==> src/rtl/native_to_wishbone_master_pkg.sv <==
// native_bus_pkg: shared types and defaults for the native-to-Wishbone bridge.
package native_bus_pkg;

    typedef enum logic [1:0] {IDLE, BUS, RESP} state_t;

    localparam int          MAX_ADDR_W         = 32;
    localparam logic [31:0] DEFAULT_ERROR_DATA = 32'hDEADBEEF;

    // Address is stored at the widest supported width; the top slices out its own bits
    typedef struct packed {
        logic [MAX_ADDR_W-1:0] addr;
        logic [31:0]           data;
        logic [3:0]            strb;
    } req_t;

    function automatic logic is_write(input logic [3:0] strb);
        return |strb;
    endfunction

endpackage

==> src/rtl/native_to_wishbone_master_if.sv <==
// native_to_wishbone_master_if: Wishbone classic bus seen from the bridge (master) and the target (slave).
interface native_to_wishbone_master_if #(
    parameter int address_width = 16
);
    logic [address_width-3:0] o_wb_adr;
    logic [31:0]              o_wb_dat;
    logic [3:0]               o_wb_sel;
    logic                     o_wb_we;
    logic                     o_wb_cyc;
    logic                     o_wb_stb;
    logic [31:0]              i_wb_rdt;
    logic                     i_wb_ack;

    modport master (
        output o_wb_adr, o_wb_dat, o_wb_sel, o_wb_we, o_wb_cyc, o_wb_stb,
        input  i_wb_rdt, i_wb_ack
    );

    modport slave (
        input  o_wb_adr, o_wb_dat, o_wb_sel, o_wb_we, o_wb_cyc, o_wb_stb,
        output i_wb_rdt, i_wb_ack
    );
endinterface

==> src/rtl/native_to_wishbone_master_req_buffer.sv <==
// native_req_buffer: one-deep holding slot for a request that arrives while the bridge is busy.
module native_req_buffer
    import native_bus_pkg::*;
(
    input  logic clk,
    input  logic rst,
    input  logic i_push,
    input  logic i_pop,
    input  req_t i_req,
    output req_t o_req,
    output logic o_valid
);
    req_t r_req;
    logic r_valid;

    always_ff @(posedge clk or posedge rst) begin
        if (rst) begin
            r_req   <= '0;
            r_valid <= 1'b0;
        end else begin
            r_req   <= i_push ? i_req : r_req;
            r_valid <= i_push | (r_valid & ~i_pop);
        end
    end

    assign o_req   = r_req;
    assign o_valid = r_valid;
endmodule

==> src/rtl/native_to_wishbone_master.sv <==
// native_to_wishbone_master: turns one-cycle native request pulses into Wishbone classic cycles,
// with a one-entry pending slot and a wait-cycle watchdog that answers with error_data.
module native_to_wishbone_master
    import native_bus_pkg::*;
#(
    parameter int          address_width  = 16,
    parameter int          timeout_cycles = 255,
    parameter logic [31:0] error_data     = DEFAULT_ERROR_DATA
) (
    input  logic                        clk_i,
    input  logic                        reset_i,
    input  logic [address_width-1:0]    address_i,
    input  logic [31:0]                 data_i,
    input  logic [3:0]                  write_strb_i,
    input  logic                        data_valid_i,
    output logic [31:0]                 data_o,
    output logic                        data_valid_o,
    output logic                        busy_o,
    output logic                        overflow_o,
    output logic                        timeout_o,
    native_to_wishbone_master_if.master wb
);
    localparam logic [15:0] LAST_WAIT = 16'(timeout_cycles - 1);

    state_t                   r_state;
    logic [address_width-3:0] r_adr;
    logic [31:0]              r_dat;
    logic [3:0]               r_sel;
    logic                     r_we;
    logic                     r_cyc;
    logic [15:0]              r_cnt;
    logic [31:0]              r_data;
    logic                     r_dv;
    logic                     r_to;
    logic                     r_ovf;

    req_t w_new_req;
    req_t w_buf_req;
    req_t w_load_req;
    logic w_buf_valid;
    logic w_push;
    logic w_pop;
    logic w_drop;
    logic w_load;
    logic w_unused_addr;

    assign w_new_req  = '{addr: MAX_ADDR_W'(address_i), data: data_i, strb: write_strb_i};
    // IDLE always has an empty slot, so the slot takes priority only while in RESP
    assign w_load_req = w_buf_valid ? w_buf_req : w_new_req;
    assign w_push     = data_valid_i && r_state == BUS && !w_buf_valid;
    assign w_pop      = r_state == RESP && w_buf_valid;
    assign w_drop     = data_valid_i && r_state != IDLE && w_buf_valid;
    assign w_load     = (r_state == IDLE && data_valid_i) || (r_state == RESP && (w_buf_valid || data_valid_i));
    assign w_unused_addr = ^w_load_req.addr;

    native_req_buffer u_buf (
        .clk    (clk_i),
        .rst    (reset_i),
        .i_push (w_push),
        .i_pop  (w_pop),
        .i_req  (w_new_req),
        .o_req  (w_buf_req),
        .o_valid(w_buf_valid)
    );

    always_ff @(posedge clk_i or posedge reset_i) begin
        if (reset_i) begin
            r_state <= IDLE;
            r_adr   <= '0;
            r_dat   <= '0;
            r_sel   <= '0;
            r_we    <= 1'b0;
            r_cyc   <= 1'b0;
            r_cnt   <= '0;
            r_data  <= '0;
            r_dv    <= 1'b0;
            r_to    <= 1'b0;
            r_ovf   <= 1'b0;
        end else begin
            r_dv  <= 1'b0;
            r_to  <= 1'b0;
            r_ovf <= w_drop;
            if (w_load) begin
                r_state <= BUS;
                r_adr   <= w_load_req.addr[address_width-1:2];
                r_dat   <= w_load_req.data;
                r_sel   <= is_write(w_load_req.strb) ? w_load_req.strb : 4'hF;
                r_we    <= is_write(w_load_req.strb);
                r_cyc   <= 1'b1;
                r_cnt   <= '0;
            end else if (r_state == BUS) begin
                // An ack arriving in the last permitted cycle still completes normally
                if (wb.i_wb_ack || r_cnt == LAST_WAIT) begin
                    r_state <= RESP;
                    r_cyc   <= 1'b0;
                    r_dv    <= 1'b1;
                    r_to    <= ~wb.i_wb_ack;
                    r_data  <= r_we ? 32'h0 : (wb.i_wb_ack ? wb.i_wb_rdt : error_data);
                end else begin
                    r_cnt <= r_cnt + 16'd1;
                end
            end else begin
                r_state <= IDLE;
            end
        end
    end

    assign wb.o_wb_adr  = r_adr;
    assign wb.o_wb_dat  = r_dat;
    assign wb.o_wb_sel  = r_sel;
    assign wb.o_wb_we   = r_we;
    assign wb.o_wb_cyc  = r_cyc;
    assign wb.o_wb_stb  = r_cyc;
    assign data_o       = r_data;
    assign data_valid_o = r_dv;
    assign busy_o       = r_state != IDLE;
    assign overflow_o   = r_ovf;
    assign timeout_o    = r_to;
endmodule

==> src/flat_wrapper.sv <==
// flat-port wrapper written by rule: the top's interface ports become plain ports
module native_to_wishbone_master_flat import native_bus_pkg::*;
#(
    parameter int          address_width  = 16,
    parameter int          timeout_cycles = 255,
    parameter logic [31:0] error_data     = DEFAULT_ERROR_DATA
)
  (clk_i, reset_i, address_i, data_i, write_strb_i, data_valid_i, data_o, data_valid_o, busy_o, overflow_o, timeout_o, wb_o_wb_adr, wb_o_wb_dat, wb_o_wb_sel, wb_o_wb_we, wb_o_wb_cyc, wb_o_wb_stb, wb_i_wb_rdt, wb_i_wb_ack);
  native_to_wishbone_master_if #(.address_width(address_width)) wb_i ();
  input  logic clk_i;
  input  logic reset_i;
  input  logic [address_width-1:0] address_i;
  input  logic [31:0] data_i;
  input  logic [3:0] write_strb_i;
  input  logic data_valid_i;
  output logic [31:0] data_o;
  output logic data_valid_o;
  output logic busy_o;
  output logic overflow_o;
  output logic timeout_o;
  output wire logic [$bits(wb_i.o_wb_adr)-1:0] wb_o_wb_adr;
  output wire logic [$bits(wb_i.o_wb_dat)-1:0] wb_o_wb_dat;
  output wire logic [$bits(wb_i.o_wb_sel)-1:0] wb_o_wb_sel;
  output wire logic [$bits(wb_i.o_wb_we)-1:0] wb_o_wb_we;
  output wire logic [$bits(wb_i.o_wb_cyc)-1:0] wb_o_wb_cyc;
  output wire logic [$bits(wb_i.o_wb_stb)-1:0] wb_o_wb_stb;
  input wire logic [$bits(wb_i.i_wb_rdt)-1:0] wb_i_wb_rdt;
  input wire logic [$bits(wb_i.i_wb_ack)-1:0] wb_i_wb_ack;
  assign wb_o_wb_adr = wb_i.o_wb_adr;
  assign wb_o_wb_dat = wb_i.o_wb_dat;
  assign wb_o_wb_sel = wb_i.o_wb_sel;
  assign wb_o_wb_we = wb_i.o_wb_we;
  assign wb_o_wb_cyc = wb_i.o_wb_cyc;
  assign wb_o_wb_stb = wb_i.o_wb_stb;
  assign wb_i.i_wb_rdt = wb_i_wb_rdt;
  assign wb_i.i_wb_ack = wb_i_wb_ack;
  native_to_wishbone_master #(.address_width(address_width), .timeout_cycles(timeout_cycles), .error_data(error_data)) u_core (.clk_i(clk_i), .reset_i(reset_i), .address_i(address_i), .data_i(data_i), .write_strb_i(write_strb_i), .data_valid_i(data_valid_i), .data_o(data_o), .data_valid_o(data_valid_o), .busy_o(busy_o), .overflow_o(overflow_o), .timeout_o(timeout_o), .wb(wb_i));
endmodule
==> config.mk <==
export PLATFORM = sky130hd
export DESIGN_NAME = native_to_wishbone_master_flat
export DESIGN_NICKNAME = d
export VERILOG_FILES = /design/src/rtl/native_to_wishbone_master_pkg.sv /design/src/rtl/native_to_wishbone_master_if.sv /design/src/rtl/native_to_wishbone_master_req_buffer.sv /design/src/rtl/native_to_wishbone_master.sv /design/src/flat_wrapper.sv
export SDC_FILE = /design/constraint.sdc
export NUM_CORES = 1
export LEC_CHECK = 0
export CAP_MARGIN = 25
export CORE_ASPECT_RATIO = 1.75
export CORE_MARGIN = 3
export CORE_UTILIZATION = 30
export CTS_CLUSTER_SIZE = 20
export DETAILED_ROUTE_END_ITERATION = 10
export PLACE_DENSITY_LB_ADDON = 0.08
export RECOVER_POWER = 100
export SLEW_MARGIN = 40
export SYNTH_ARGS = -nofsm -noshare
export SYNTH_HDL_FRONTEND = slang
export SYNTH_SLANG_ARGS = --single-unit
==> constraint.sdc <==
create_clock -name clk_i -period 8.7 [get_ports clk_i]
set_input_delay 2.61 -clock clk_i [delete_from_list [all_inputs] [get_ports clk_i]]
set_output_delay 2.61 -clock clk_i [all_outputs]
set_load 0.01 [all_outputs]
After elaboration in Yosys (flattened, before gate mapping):

Index checks and enable logic that the tools add are counted.
W data, S select, Z words.

* add/sub/neg operators: 1
* reduce and logical (&&, ||, !) cells: 19
* equal/unequal tests: 5
* bitwise gates (word level): 5
* mux-type cells: 19

Operators with widths (count)
* $mux W32: 2
* $mux W52: 1
* $mux W16: 3
* $add A16 B1 Y16 const B: 1
* $eq A16 B8 Y1 const B: 1
* $mux W1: 9
* $logic_and A1 B1 Y1: 7
* $mux W2: 3
* $reduce_bool A2 Y1: 3
* $mux W4: 1
* $reduce_and A2 Y1: 2
* $reduce_or A4 Y1: 1
* $logic_or A1 B1 Y1: 3
* $ne A3 B2 Y1 const B: 1
* $not A1 Y1: 3
* $reduce_and A3 Y1: 1
* $eq A2 B1 Y1 const B: 1
* $eq A2 B2 Y1 const B: 1
* $logic_not A2 Y1: 1
* $ne A2 B1 Y1 const B: 1
* $and A1 B1 Y1: 1
* $logic_not A1 Y1: 1
* $or A1 B1 Y1: 1

* output and inout bits: 89
* register bits: 158
* logic and storage cells: 64

Logic depth before layout (Yosys ltp):

Gate-level depths: netlist of the first run.

* depth in word-level cells: 5
* gate-level depth with buffers: 8
* gate-level depth less buffers: 6

Modules after synthesis:

Synthesis of the first run repeated with hierarchy kept, for this count alone.

* cells, all modules: 632
* area, all modules: 7603.5 µm²

Modules (own cells, without submodules)
* native_to_wishbone_master: seq. area each 2627.5 µm², cells each 484, area each 5003.5 µm², instances 1
* native_req_buffer: seq. area each 1726.7 µm², cells each 148, area each 2600.0 µm², instances 1

Worst setup path before layout of the first run:

No wires, ideal clock.

* path kind: input to register
* start point: input wb_i_wb_ack
* end point: register u_core.r_cnt[5]
* data required time: 8622 ps
* data arrival time: 3763 ps
* slack: 4859 ps
* stages: 4
* cells stage by stage: or3b_1 > buf_2 > or4_1 > a21oi_1

* longest elaborated chain between the ends: 3

RTL lines
* from (decl): line flat_wrapper.sv:28 `input wire logic [$bits(wb_i.i_wb_ack)-1:0] wb_i_wb_ack;`
* $logic_or A1 B1 Y1: line native_to_wishbone_master.sv:93 `if (wb.i_wb_ack || r_cnt == LAST_WAIT) begin`
* $ne A2 B1 Y1 (no source line)
* $reduce_and A2 Y1 (no source line)
* to (signal assigned): line native_to_wishbone_master.sv:100 `r_cnt <= r_cnt + 16'd1;`
* to (decl): line native_to_wishbone_master.sv:31 `logic [15:0] r_cnt;`

Every way passes these cells.
A chain may end at the register's enable or synchronous reset.

Worst setup path after layout of the first run:

* start point: input data_valid_i
* end point: register u_core.u_buf.r_req (netlist bit u_core.u_buf.o_req[29])

* longest elaborated chain between the ends: 2

RTL lines
* from (decl): line flat_wrapper.sv:15 `input logic data_valid_i;`
* $logic_and A1 B1 Y1 (2 in a row): line native_to_wishbone_master.sv:50 `assign w_push = data_valid_i && r_state == BUS && !w_buf_valid;`
* to (signal assigned): line native_to_wishbone_master_req_buffer.sv:21 `r_req <= i_push ? i_req : r_req;`
* to (decl): line native_to_wishbone_master_req_buffer.sv:13 `req_t r_req;`

Every way passes these cells.

==> flow_summary.ini, run 1 <==
[run_status]
outcome = finished with violations
violations = max-capacitance violations, max-slew violations

[critical_path]
cp_max_fo = 50
critPathLaunchType = input pin
required_ns = 8.99
critPathKind = input pin to flip-flop
worstReg2RegStart = u_core.u_buf.o_valid
crit_path_end_kind = flip-flop
reg2regPathDepth = 4
crit-reg2reg-capture = u_core.u_buf.o_req[29]
worstPathArrival_ns = 6.16
r2r_slack_ns = 4.72

[routing]
first_pass_iters = 4
drc = 0
dr_total_vias = 4958
ant_nets = 0
first_iter_violations = 194
drt_wl_total_um = 17100
vias_per_cell = 4.75
drt-wirelength-per-cell_um = 16.4

[power_and_ir_drop]
sw_frac_of_total_pct = 32.0
p_clk_share_pct = 24.4
leakagePower_uw = 0.00437
p_switching_uw = 959
power.internal_uw = 2030
pwr_density_cell_nw_per_um2 = 323
max-vdd-ir-drop_mv = 0.121
p_comb_share_pct = 35.1
seq_power_share_pct = 40.5

[placement]
place_inst = 1011
place_area_um2 = 8720
dp_hpwl_um = 11500
portBuffers = 174
gp_congestion = 0.771

[clocking]
numCtsBuffers = 17
cts.hold.buffers_added = 0
insertion_delay_ns = 0.42
htreeDepth = 4
cts_resized = 0
clkSinkCount = 156
cts_buffer_depth = 2
cts_setup_buffers = 0
cts_tree = done
path_clk_slew_ns = 0.06
cts_root_buf = clkbuf_16

[sta]
hold_violations = 0
rsz0062_at_grt = no
final.setup_skew_ns = 0.00580
slew_violations = 169
timing.slew.headroom_pct = -152
setup_tns_ns = 0
fin_crit_sh_pct = 67.4
worst_slew_pin_slew_ns = 3.75
finalSetupViolations = 0
fmax_ghz = 0.170
min_period_ns = 5.87

[synthesis]
yosysSeqAreaShare_pct = 58.3
synthTopCellsByArea = dfrtp_1, mux2_2, mux2i_1, nand2_1, a22o_1
ys_ff_latch = 156
synth_cells = 578
synth_top_area_share_pct = 58.3
synth_cell_types = 47
yosys.area.top_type = dfrtp_1
syn_area_um2 = 6700
syn-num-nets = 668
ys_warn_count = 0
async_reset_ff_share_pct = 100
ys.flop_type = dfrtp_1
synth_commonest_cells = dfrtp_1, nand2_1, o21ai_0
syn_area_per_cell_um2 = 11.6
yosys.cell_count.top_type = dfrtp_1
synth_enable_flop_cells = 0

[final_layout]
final_cell_area_um2 = 9270
drive_gt1_share_pct = 12.3
multi_input_area_um2 = 2590
nFillCells = 2098
nets = 828
seq_area_um2 = 3910
diodes = 0
instances_no_fill = 1043
area_growth_syn_to_layout_pct = 38.4

[min_path]
hp-class = flip-flop to flip-flop
holdPathEnd = u_core.wb.o_wb_dat[25]
whs_path_depth = 2
hold_start = u_core.wb.o_wb_dat[25]

[floorplanning]
io_pins = 177
start_util_pct = 30.8
dieHeight_um = 204
rows = 71
core_um2 = 21800
die_w_um = 119
die_area_um2 = 24200

[global_route]
grt_pass1_wl_um = 27900
antenna_found_initial = 1
gr-total-overflow = 0
grt_max_degree = 100
grt_pass1_vias = 5293
grt_usage_pct = 14.5

[flow_run]
max_cap_viol_count = 3
## sequential cells by signal (all words and copies together) (netlist names), 2 cells and up
signal	cells
u_core.data_o	32
u_core.wb.o_wb_sel	4
u_core.wb.o_wb_dat	32
u_core.u_buf.o_req	50
u_core.wb.o_wb_adr	14
u_core.r_state	2
u_core.r_cnt	16
## critical path: stages
cell and delay (ns):
dlygate4sd3_1 0.58, and3_2 0.18, clkbuf_1 2.28, mux2_2 0.49
## stage by stage
stage	util, %	setup slack (ns)	hold WS [ns]	total power [uW]
2_1_floorplan	-	1.88	0.458	1810
3_3_place_gp	39.9	3.29	0.462	2330
3_5_place_dp	40.1	4.16	0.470	2370
4_1_cts	42.7	4.33	0.483	3120
5_1_grt	42.6	2.35	0.502	3210
6_report	42.6	2.83	0.472	2990
## worst max-delay path by stage
stage	end	slack, ns	from
after floorplan	u_core.data_o[0]	1.88	reset_i
after global placement	u_core.data_o[0]	3.29	wb_i_wb_ack
after detailed placement	u_core.r_cnt[0]	4.16	data_valid_i
after CTS	busy_o	4.33	u_core.r_state[0]
after global routing	u_core.u_buf.o_valid	2.35	reset_i
final	u_core.u_buf.o_req[29]	2.83	data_valid_i
## routing by layer
metal	track usage (%)	wire length (um)	up-vias
met3	5.08	1170	18
li1	-	-	2369
met1	16.9	7060	2415
met4	4.85	226	2
met5	0	13	-
met2	24.7	8580	154
## final cells by class
cell class,instances,share of cell area [%]
Inverter,7,0.297
Multi-Input combinational cell,375,28.0
Clock buffer,22,5.01
Sequential cell,156,42.1
Tap cell,292,3.94
Clock inverter,10,1.24
Timing Repair Buffer,181,19.4
## power by group through the flow
| stage | sequential (uW) | combinational [uW] | clock [uW] |
|---|---|---|---|
| 2_1_floorplan | 1260 | 549 | 0 |
| 3_3_place_gp | 1240 | 1080 | 0 |
| 6_report | 1210 | 1050 | 731 |
| 4_1_cts | 1230 | 1140 | 757 |
| 3_5_place_dp | 1230 | 1140 | 0 |
| 5_1_grt | 1260 | 1160 | 792 |
## kinds of logic after synthesis
family	after synthesis	share of synthesized area, %
AO/OA/AOI/OAI	116	11.2
AND/OR/NAND/NOR	154	11.0
XOR/XNOR	3	0.392
buffers and inverters	47	2.93
flip-flops	156	58.3
adder cells (fa/ha/maj)	2	0.373
multiplexers	100	15.9
## layout by cell type, fill, tap and decap left out, drive strengths merged, types with 5 or more instances in the layout
cell type      instances
a21oi                 12
a22o                  32
buf                    5
clkbuf                25
clkdlybuf4s50         82
dfrtp                156
dlygate4sd3           91
inv                    7
mux2                  50
mux2i                 50
nand2                100
nand3                  7
nand4                  7
nor2                   9
o21ai                 56
o31ai                  5
or4                    6
Power figures use the tool's default switching activity.
==> run 2: changes to the inputs <==
==> constraint.sdc (replaced) <==
create_clock -name clk_i -period 6 [get_ports clk_i]
set_input_delay 1.8 -clock clk_i [delete_from_list [all_inputs] [get_ports clk_i]]
set_output_delay 1.8 -clock clk_i [all_outputs]
set_load 0.01 [all_outputs]
==> run 2 against run 1 <==
Net effect:
- combinational power grew 48%
- largest power group unchanged
- the flow still finishes with violations (max-capacitance violations, max-slew violations)
- non-clock buffer count increased by 2
- critical path depth grew 1
- highest routed layer is now met4
- hold slack gained 0.0022 ns
==> flow_summary.ini, run 2 (same netlist as run 1, synthesis figures left out) <==
[min_path]
hp-class = flip-flop to flip-flop

[sta]
slew_violations = 70
hold_violations = 0
min_period_ns = 4.38
fmax_ghz = 0.228
worst_slew_pin_slew_ns = 1.79
fin_crit_sh_pct = 73.0
finalSetupViolations = 0
rsz0062_at_grt = no
timing.slew.headroom_pct = -19.3
worst_slack_ns = 1.62
final.setup_skew_ns = 0.00730
setup_tns_ns = 0

[routing]
ant_nets = 0
vias_per_cell = 4.84
dr_total_vias = 5054
drt-wirelength-per-cell_um = 16.8
drt_wl_total_um = 17500
first_pass_iters = 4
first_iter_violations = 282
drc = 0

[final_layout]
largest_register_ff_count = 50
diodes = 0
instances_no_fill = 1044
layout_common_cells = dfrtp_1, nand2_1, dlygate4sd3_1
drive_gt1_share_pct = 12.4
multi_input_area_um2 = 2590
area_growth_syn_to_layout_pct = 38.7
nFillCells = 2096
nets = 830
final_common_cell = dfrtp_1
seq_area_um2 = 3910

[clocking]
clkSinkCount = 156
insertion_delay_ns = 0.42
cts_setup_buffers = 0
cts_buffer_depth = 2
cts_root_buf = clkbuf_16
numCtsBuffers = 17
cts_tree = done
cts_resized = 0
path_clk_slew_ns = 0.06
htreeDepth = 4
cts.hold.buffers_added = 0

[critical_path]
slowest_delay_ns = 0.98
worstPathArrival_ns = 4.68
critPathLaunchType = input pin
critPathMostFrequentCell = clkbuf_1
critPathKind = input pin to flip-flop
required_ns = 6.30
crit_path_end_kind = flip-flop
path_cells = dlygate4sd3_1 > clkbuf_1 > o21ai_0 > clkbuf_1 > a22o_1
cp_max_fo = 35
crit_slowest_cell = clkbuf_1
path_delay_family = buffers and inverters
cp_num_buf_inv = 3

[floorplanning]
io_pins = 177
die_area_um2 = 24200
start_util_pct = 30.8
dieHeight_um = 204
die_w_um = 119
rows = 71
core_um2 = 21800

[global_route]
grt_pass1_vias = 5505
grt_usage_pct = 14.9
grt_pass1_wl_um = 28900
gr-total-overflow = 0
antenna_found_initial = 0
grt_max_degree = 157

[power_and_ir_drop]
seq_power_share_pct = 40.2
power.internal_uw = 2930
p_clk_share_pct = 24.0
sw_frac_of_total_pct = 32.1
pwr_density_cell_nw_per_um2 = 464
p_total_uw = 4320
p_switching_uw = 1390
p_comb_share_pct = 35.9
leakagePower_uw = 0.00439
max-vdd-ir-drop_mv = 0.197

[run_status]
violations = max-capacitance violations, max-slew violations
outcome = finished with violations

[placement]
portBuffers = 174
place_inst = 1012
gp_congestion = 0.744
dp_slack_ns = 2.11
dp_hpwl_um = 11600

[flow_run]
max_cap_viol_count = 2
-- run 2: layout make-up --
class                           count  area share (%)
Clock buffer                       24            5.40
Clock inverter                      7           0.673
Inverter                            7           0.296
Multi-Input combinational cell    375            27.9
Sequential cell                   156            42.0
Tap cell                          292            3.93
Timing Repair Buffer              183            19.8
-- run 2: final timing paths --
path	cells after the start	to	start	slack, ns
max	5	u_core.data_o[17]	wb_i_wb_ack	1.62
min	2	u_core.wb.o_wb_dat[4]	u_core.wb.o_wb_dat[4]	0.47
max reg2reg	4	u_core.u_buf.o_req[39]	u_core.r_state[0]	2.94
min reg2reg	2	u_core.wb.o_wb_dat[4]	u_core.wb.o_wb_dat[4]	0.47
max in group asynchronous	4	u_core.u_buf.o_req[13]	reset_i	3.22
min in group asynchronous	3	u_core.timeout_o	reset_i	1.94
-- run 2: worst min-delay path, cell delays in order (launching register included) --
cell and delay, ns:
dfrtp_1 0.34, nand2_1 0.04, o21ai_0 0.06
-- run 2: power by group through the flow --
stage / logic (uW) / clock network, uW / registers, uW
6_report: 1550 / 1040 / 1730
5_1_grt: 1710 / 1120 / 1800
4_1_cts: 1690 / 1070 / 1750
3_5_place_dp: 1680 / 0 / 1760
3_3_place_gp: 1640 / 0 / 1740
2_1_floorplan: 796 / 0 / 1820
-- run 2: stage by stage --
stage,util (%),instance area [um2],hold WS [ns]
4_1_cts,42.7,9290,0.487
2_1_floorplan,-,6710,0.458
6_report,42.7,9290,0.475
5_1_grt,42.7,9290,0.508
3_5_place_dp,40.1,8730,0.473
3_3_place_gp,40.1,8720,0.462
-- run 2: per-layer routing --
layer,vias up,track usage [%],share of wire [%]
li1,2378,-,-
met1,2494,17.0,40
met2,158,25.8,52
met3,24,4.77,5.9
met4,0,5.88,2.2
met5,-,0,0
==> run 3: changes to the inputs <==
==> constraint.sdc (replaced) <==
create_clock -name clk_i -period 4.25 [get_ports clk_i]
set_input_delay 1.275 -clock clk_i [delete_from_list [all_inputs] [get_ports clk_i]]
set_output_delay 1.275 -clock clk_i [all_outputs]
set_load 0.01 [all_outputs]
==> run 3 against run 2 <==
Net effect:
- the run still ends with max-capacitance violations, max-slew violations left
- flip-flop and latch count is the same
- non-clock buffer count grew 3
- clock skew is essentially flat
- clock power grew 43%
- hold slack lost 0.0035 ns
- via count shrank 2.3%
- global-route usage shrank 0.32 points
==> flow_summary.ini, run 3 (same netlist as run 1, synthesis figures left out) <==
[final_layout]
largest_register_ff_count = 50
nFillCells = 2108
drive_gt1_share_pct = 12.2
final_common_cell = dfrtp_1
nets = 833
seq_area_um2 = 3910
layout_common_cells = dfrtp_1, nand2_1, dlygate4sd3_1
area_growth_syn_to_layout_pct = 38.9
diodes = 0
multi_input_area_um2 = 2580

[floorplanning]
die_area_um2 = 24200
rows = 71
dieHeight_um = 204
die_w_um = 119
core_um2 = 21800
io_pins = 177
start_util_pct = 30.8

[clocking]
cts.hold.buffers_added = 0
numCtsBuffers = 17
cts_tree = done
cts_buffer_depth = 2
cts_root_buf = clkbuf_16
insertion_delay_ns = 0.42
cts_resized = 0
path_clk_slew_ns = 0.06
cts_setup_buffers = 0
htreeDepth = 4
clkSinkCount = 156

[global_route]
grt_max_degree = 66
grt_usage_pct = 14.6
antenna_found_initial = 0
grt_pass1_vias = 5302
grt_pass1_wl_um = 28200
gr-total-overflow = 0

[power_and_ir_drop]
p_total_uw = 6120
leakagePower_uw = 0.00440
max-vdd-ir-drop_mv = 0.286
pwr_density_cell_nw_per_um2 = 657

[routing]
ant_nets = 0
drc = 0
vias_per_cell = 4.72
first_iter_violations = 271
drt_wl_total_um = 17000
dr_total_vias = 4938
drt-wirelength-per-cell_um = 16.3
first_pass_iters = 4

[min_path]
holdPathEnd = u_core.wb.o_wb_dat[21]
hold_start = u_core.wb.o_wb_dat[21]
whs_path_depth = 2
hp-class = flip-flop to flip-flop

[critical_path]
required_ns = 4.55
critPathLaunchType = input pin
cp-startpoint = data_valid_i
cp_max_fo = 21
r2r_slack_ns = 1.15
worstReg2RegStart = u_core.r_cnt[0]
critPathKind = input pin to flip-flop
crit_path_end_kind = flip-flop
worstPathArrival_ns = 3.60
crit-reg2reg-capture = u_core.data_o[7]
reg2regPathDepth = 7

[sta]
setup_tns_ns = 0
final.setup_skew_ns = 0.00712
worst_slew_pin_slew_ns = 1.58
slew_violations = 36
timing.slew.headroom_pct = -5.12
min_period_ns = 3.30
fin_crit_sh_pct = 77.6
rsz0062_at_grt = no
finalSetupViolations = 0
fmax_ghz = 0.303
hold_violations = 0

[placement]
gp_congestion = 0.778
portBuffers = 174
dp_hpwl_um = 11900

[flow_run]
max_cap_viol_count = 1

[run_status]
violations = max-capacitance violations, max-slew violations
outcome = finished with violations
[run 3: worst max path at each step]
| stage | to | slack, ns |
|---|---|---|
| 4_1_cts | busy_o | 1.24 |
| 6_report | u_core.u_buf.o_req[30] | 0.95 |
| 3_5_place_dp | u_core.wb.o_wb_sel[1] | 0.85 |
| 2_1_floorplan | u_core.data_o[0] | 1.00 |
| 5_1_grt | u_core.r_cnt[0] | 0.72 |
| 3_3_place_gp | u_core.data_o[0] | 0.77 |
[run 3: per-stage QoR]
stage	setup slack (ns)	utilization, %	hold WS, ns	area, um2	std cells
finish	0.950	42.8	0.471	9310	1046
CTS	1.24	43.0	0.483	9350	1046
detailed placement	0.853	40.3	0.470	8770	1016
global placement	0.770	40.2	0.466	8760	1014
floorplan	1.00	-	0.458	6710	578
global route	0.725	42.8	0.498	9310	1046
[run 3: critical path, stage by stage]
cell,delay (ns)
dlygate4sd3_1,0.58
and3_1,0.34
clkbuf_1,0.97
mux2_2,0.43
[run 3: report_power, final]
part | switching (uW) | internal [uW] | total, uW
registers | 333 | 2100 | 2440
clock network | 577 | 917 | 1490
logic | 1030 | 1160 | 2190
[run 3: cell type report]
cell class              count  share of cell area [%]
well taps                 292                    3.93
flip-flops and latches    156                    42.0
repair buffers            186                    19.8
clock buffers              23                    5.24
inverters                   7                   0.296
multi-input cells         375                    27.8
clock inverters             7                   0.955
[run 3: per-layer routing]
metal  vias to the layer above  global-route usage, %  wire length [um]  part of all wire [%]
met5                         -                      0                 0                     0
met4                         0                   5.22               275                   1.6
met3                        18                   4.55               909                   5.3
met2                       133                   25.8              8850                    52
met1                      2412                   16.5              6970                    41
li1                       2375                      -                 -                     -
